## config.mk

```make
export PLATFORM = sky130hd
export DESIGN_NAME = mem_arbiter
export DESIGN_NICKNAME = d
export VERILOG_FILES = /design/src/rtl/mem_arbiter.sv
export SDC_FILE = /design/constraint.sdc
export NUM_CORES = 1
export LEC_CHECK = 0
export CORE_UTILIZATION = 33
export CTS_BUF_LIST = sky130_fd_sc_hd__clkbuf_4 sky130_fd_sc_hd__clkbuf_8
export CTS_CLUSTER_DIAMETER = 200
export CTS_CLUSTER_SIZE = 25
export DETAILED_ROUTE_END_ITERATION = 7
export GPL_ROUTABILITY_DRIVEN = 1
export PLACE_DENSITY = 0.88
export SYNTH_ARGS = -nofsm -noshare
export SYNTH_HDL_FRONTEND = slang
export SYNTH_SLANG_ARGS = --single-unit
```

## constraint.sdc

```tcl
create_clock -name clock -period 3.97 [get_ports clock]
set_clock_uncertainty 0.1 [all_clocks]
set_input_delay 0.397 -clock clock [delete_from_list [all_inputs] [get_ports clock]]
set_output_delay 0.397 -clock clock [all_outputs]
set_load 0.005 [all_outputs]
```

## src/rtl/mem_arbiter.sv

```systemverilog
// -----------------------------------------------------------------------------
// mem_arbiter
//
// Shares one single-port program/data RAM between the 8-bit CPU (port 0) and
// the program loader / debug port (port 1).
//
// Policy
//   SHARED : the CPU has fixed priority. A loader that has been denied
//            MAX_WAIT consecutive cycles is promoted over the CPU for one grant.
//   DRAIN  : entered when ldr_lock rises. The CPU is held off and any CPU read
//            already in flight delivers its data.
//   LOCKED : the loader owns the RAM exclusively and ldr_locked is high.
//   Dropping ldr_lock in DRAIN or LOCKED returns to SHARED on the next edge.
//
// Handshake (both ports)
//   A requester raises req with we/addr/wdata and holds all of them stable
//   until gnt is seen high in the same cycle. gnt is combinational, and the
//   access is accepted in the cycle gnt is high. A granted read returns
//   rvalid=1 with rdata exactly one cycle later. Writes return nothing.
//   rdata is 0 whenever rvalid is 0.
//
// Ports
//   clock, rst_n                  clock (rising edge), async active-low reset
//   cpu_req/we/addr/wdata         CPU request
//   cpu_gnt/rvalid/rdata          CPU response
//   ldr_req/we/addr/wdata         loader request
//   ldr_gnt/rvalid/rdata          loader response
//   ldr_lock / ldr_locked         exclusive-ownership request / indication
//   mem_data_out                  RAM read data (1 cycle after address)
//   mem_address/data_in, write_ena  RAM bus, 0 when nothing is granted
//   dbg_state                     current arbiter state (0 SHARED, 1 DRAIN,
//                                 2 LOCKED)
// -----------------------------------------------------------------------------
module mem_arbiter #(
    parameter int MEM_ADDR_WIDTH = 8,
    parameter int MEM_DATA_WIDTH = 8,
    parameter int MAX_WAIT       = 4
) (
    input  logic                      clock,
    input  logic                      rst_n,

    input  logic                      cpu_req,
    input  logic                      cpu_we,
    input  logic [MEM_ADDR_WIDTH-1:0] cpu_addr,
    input  logic [MEM_DATA_WIDTH-1:0] cpu_wdata,
    output logic                      cpu_gnt,
    output logic                      cpu_rvalid,
    output logic [MEM_DATA_WIDTH-1:0] cpu_rdata,

    input  logic                      ldr_req,
    input  logic                      ldr_we,
    input  logic [MEM_ADDR_WIDTH-1:0] ldr_addr,
    input  logic [MEM_DATA_WIDTH-1:0] ldr_wdata,
    output logic                      ldr_gnt,
    output logic                      ldr_rvalid,
    output logic [MEM_DATA_WIDTH-1:0] ldr_rdata,

    input  logic                      ldr_lock,
    output logic                      ldr_locked,

    input  logic [MEM_DATA_WIDTH-1:0] mem_data_out,
    output logic [MEM_DATA_WIDTH-1:0] mem_data_in,
    output logic [MEM_ADDR_WIDTH-1:0] mem_address,
    output logic                      write_ena,

    output logic [1:0]                dbg_state
);

    typedef enum logic [1:0] {
        SHARED = 2'd0,
        DRAIN  = 2'd1,
        LOCKED = 2'd2
    } state_t;

    localparam logic [3:0] MAX_WAIT_C = 4'(MAX_WAIT);

    state_t     state;
    state_t     state_nxt;
    logic [3:0] wait_cnt;
    logic [3:0] wait_nxt;
    logic       rd_cpu;   // CPU read accepted last cycle
    logic       rd_ldr;   // loader read accepted last cycle

    // -------------------------------------------------------------------------
    // Grant decision. Grants are forced low while reset is asserted so that
    // every output sits at 0 during reset even if requests are still held.
    // -------------------------------------------------------------------------
    always_comb begin
        cpu_gnt = 1'b0;
        ldr_gnt = 1'b0;
        if (rst_n) begin
            case (state)
                SHARED: begin
                    if (cpu_req && ldr_req) begin
                        if (wait_cnt == MAX_WAIT_C) ldr_gnt = 1'b1;
                        else                        cpu_gnt = 1'b1;
                    end else begin
                        cpu_gnt = cpu_req;
                        ldr_gnt = ldr_req;
                    end
                end
                default: ldr_gnt = ldr_req;  // DRAIN and LOCKED: CPU held off
            endcase
        end
    end

    // -------------------------------------------------------------------------
    // Next state and starvation counter. The counter only advances in SHARED;
    // outside SHARED the loader is always granted, so it stays cleared and
    // returns to SHARED at 0.
    // -------------------------------------------------------------------------
    always_comb begin
        state_nxt = state;
        wait_nxt  = 4'd0;
        case (state)
            SHARED: begin
                if (ldr_lock) state_nxt = DRAIN;
                if (ldr_req && !ldr_gnt)
                    wait_nxt = (wait_cnt == MAX_WAIT_C) ? wait_cnt : wait_cnt + 4'd1;
            end
            DRAIN:   state_nxt = ldr_lock ? LOCKED : SHARED;
            LOCKED:  if (!ldr_lock) state_nxt = SHARED;
            default: state_nxt = SHARED;
        endcase
    end

    always_ff @(posedge clock or negedge rst_n) begin
        if (!rst_n) begin
            state    <= SHARED;
            wait_cnt <= 4'd0;
            rd_cpu   <= 1'b0;
            rd_ldr   <= 1'b0;
        end else begin
            state    <= state_nxt;
            wait_cnt <= wait_nxt;
            rd_cpu   <= cpu_gnt & ~cpu_we;
            rd_ldr   <= ldr_gnt & ~ldr_we;
        end
    end

    // -------------------------------------------------------------------------
    // RAM bus: mux of the granted port, all zeros when idle.
    // -------------------------------------------------------------------------
    always_comb begin
        mem_address = '0;
        mem_data_in = '0;
        write_ena   = 1'b0;
        if (cpu_gnt) begin
            mem_address = cpu_addr;
            mem_data_in = cpu_wdata;
            write_ena   = cpu_we;
        end else if (ldr_gnt) begin
            mem_address = ldr_addr;
            mem_data_in = ldr_wdata;
            write_ena   = ldr_we;
        end
    end

    // Read returns: only the owner of last cycle's read sees data.
    assign cpu_rvalid = rd_cpu;
    assign ldr_rvalid = rd_ldr;
    assign cpu_rdata  = rd_cpu ? mem_data_out : '0;
    assign ldr_rdata  = rd_ldr ? mem_data_out : '0;

    // state is itself a flop, so this indication is registered.
    assign ldr_locked = (state == LOCKED);
    assign dbg_state  = state;

endmodule

```

==> run_results.csv <==
group,metric,value,unit
critical_path,endpoint_kind,"primary output",
synthesis,synth_edf_count,0,
layout,final_cell_mix,"clkdlybuf4s50_1, nand2_1, and2_1",
sta,fin_crit,3105,ps
clock_tree,clk_latency,250,ps
grt,grtUsageTotal,20.63,%
outcome,status,"completed",
clock_tree,clk_path_buf_depth,2,
floorplan,num_rows,18,
sta,worst_pin_slew,747.2,ps
floorplan,fp.dieW,53.78,um
layout,n_fill_cell,220,
grt,met2_usage,38.68,%
placement,place_area,0.001732,sq mm
route,drt_drc_violations_left,0,
critical_path,critPathMaxFanout,29,
critical_path,crit_path_start,"rst_n",
synthesis,yosysTopAreaCell,"dfrtp_1",
clock_tree,hold_buffers,0,
critical_path,critical_path.endpoint,"mem_data_in[0]",
power,leakage,0.6870,nW
layout,nets,251,
layout,area_delta_synth_final,98.30,%
grt,grt_max_degree,30,
synthesis,ys_seq_area_share,22.63,%
grt,antenna_found_initial,0,
grt,grt.met3_usage,5.650,%
clock_tree,cts_num_sinks,8,
critical_path,rr_worst_depth,5,
synthesis,synth_top_cell_area_share,22.63,%
grt,grt_pass1_vias,1079,
route,vias,1154,
synthesis,syn_avg_cell_area,7.497,sq um
placement,port_buffers,86,
placement,hpwl,2443,um
sta,fmax,0.3221,GHz
placement,dp_slack,867.6,ps
power,irDropWorstVdd,0.0001595,V
floorplan,die_h,53.78,um
power,power,0.3269,mW
clock_tree,clk_pin_slew,60,ps
sta,fin_setup_tns,0,ps
placement,gp_congestion,0.7046,
floorplan,coreArea,0.002500,sq mm
critical_path,r2r-end,"cpu_rvalid$_DFF_PN0_",
grt,grt_pass1_wl,4429,um
critical_path,worst_ep_required_time,3470,ps
critical_path,arrival,2610,ps
sta,final_max_slew_viol_count,0,
critical_path,r2r_slack,1950,ps
floorplan,initial_core_util,35.39,%
critical_path,path_class,"input pin to primary output",
grt,met1_usage,22.03,%
clock_tree,cts_setup_buffers,0,
floorplan,dieArea,0.002892,sq mm
sta,setup_viol,0,
synthesis,ys_ff_latch,8,
clock_tree,cts_resized,0,
sta,fin_crit_sh,78.21,%
layout,utilization,70.17,%
route,wl,3017,um
clock_tree,htreeDepth,1,
synthesis,syn_area,884.6,sq um
synthesis,syn_inst,118,
route,drtIter0Drc,27,
floorplan,num_io_pins,87,
critical_path,worstSetupStartpointType,"input pin",
grt,grt-busiest-layer,"met2",
critical_path,timing.rr.start,"wait_cnt[0]$_DFFE_PN0P_",
power,p_per_area,186.4,mW/mm^2
sta,relSlewSlack,50.18,%
layout,fin_area,0.001754,sq mm
sta,worst_slack,865.0,ps
grt,overflow,0,
synthesis,synth.net_count,167,
clock_tree,cts_buffers,3,
run,max_cap_viol_count,0,
route,dr.pass1.iters,6,
route,ant_nets,0,
synthesis,synthFlopType,"dfrtp_1",
synthesis,yosys-top-cells-area,"dfrtp_1, nand2_1, and2_1",
layout,layout_commonest_cell,"clkdlybuf4s50_1",
synthesis,async_flop_share,100.0,%
layout,drive_gt1_share,8.000,%
synthesis,ys.warnings.count,0,
layout,n_antenna_cell,0,
sta,hold_viol,0,
clock_tree,cts_tree,"built",
hold_path,hold_class,"input pin to asynchronous set/reset pin",
route,viasPerCell,5.017,
clock_tree,clockRootBuffer,"clkbuf_4",
route,wl_per_cell,13.12,um
synthesis,synth_cell_type_count,32,
sta,rsz0062_at_grt,"no",
## through the flow
stage               std cells  hold slack, ps
floorplan                 118           1.409
global placement          227           472.9
detailed placement        227           506.9
CTS                       230           406.6
global route              230           434.6
finish                    230           401.2
## critical path: stages
cell and delay (ps):
clkdlybuf4s50_1 450, buf_4 290, and2_1 590, nand2_1 150
o22ai_2 170, clkdlybuf4s50_1 550
## power by group
part	switching [mW]	internal, mW
sequential	0.00708	0.0866
combinational	0.0651	0.105
clock	0.0284	0.0347
total	0.101	0.226
## final cells by class
class | count | area [sq um] | area share [%]
Clock buffer | 3 | 22.52 | 1.284
Inverter | 3 | 11.26 | 0.6419
Multi-Input combinational cell | 99 | 614.3 | 35.02
Sequential cell | 8 | 200.2 | 11.41
Tap cell | 30 | 37.54 | 2.140
Timing Repair Buffer | 87 | 868.3 | 49.50
## how the worst min path moves through the flow
stage,to,cells past startpoint
final,dbg_state[0]$_DFFE_PN0P_,2
after global routing,dbg_state[0]$_DFFE_PN0P_,2
after CTS,wait_cnt[0]$_DFFE_PN0P_,2
after detailed placement,wait_cnt[3]$_DFFE_PN0P_,2
after global placement,wait_cnt[1]$_DFFE_PN0P_,2
after floorplan,cpu_rvalid$_DFF_PN0_,0
## cell usage after synthesis, drive strengths merged, types with 2 or more instances
| cell type | count |
|---|---|
| nand3 | 2 |
| nand2 | 36 |
| dfrtp | 8 |
| clkbuf | 2 |
| nor2 | 4 |
| nor3 | 2 |
| ha | 2 |
| buf | 6 |
| o22ai | 17 |
| nor2b | 2 |
| a21oi | 2 |
| inv | 3 |
| and2 | 19 |
## logic make-up (layout without fill, tap and decap cells)
family	after synthesis	after routing	synth area share, %
buffers and inverters	11	93	7.920
and+or+nand+nor	71	71	40.60
AOI/OAI and AO/OA	24	24	24.05
xor gates and xnor gates	2	2	1.981
adders and majority gates	2	2	2.828
DFF	8	8	22.63
## state kept, by name (all words and copies together), names as in the netlist
register and cells:
cpu_rvalid 1, ldr_rvalid 1, dbg_state 2, wait_cnt 4
## metal layers
layer / up-vias / share of wire, %
li1: 567 / -
met1: 510 / 35
met2: 67 / 53
met3: 10 / 9.1
met4: 0 / 2.2
met5: - / 0
No activity file was read; power rests on OpenSTA's default activity.
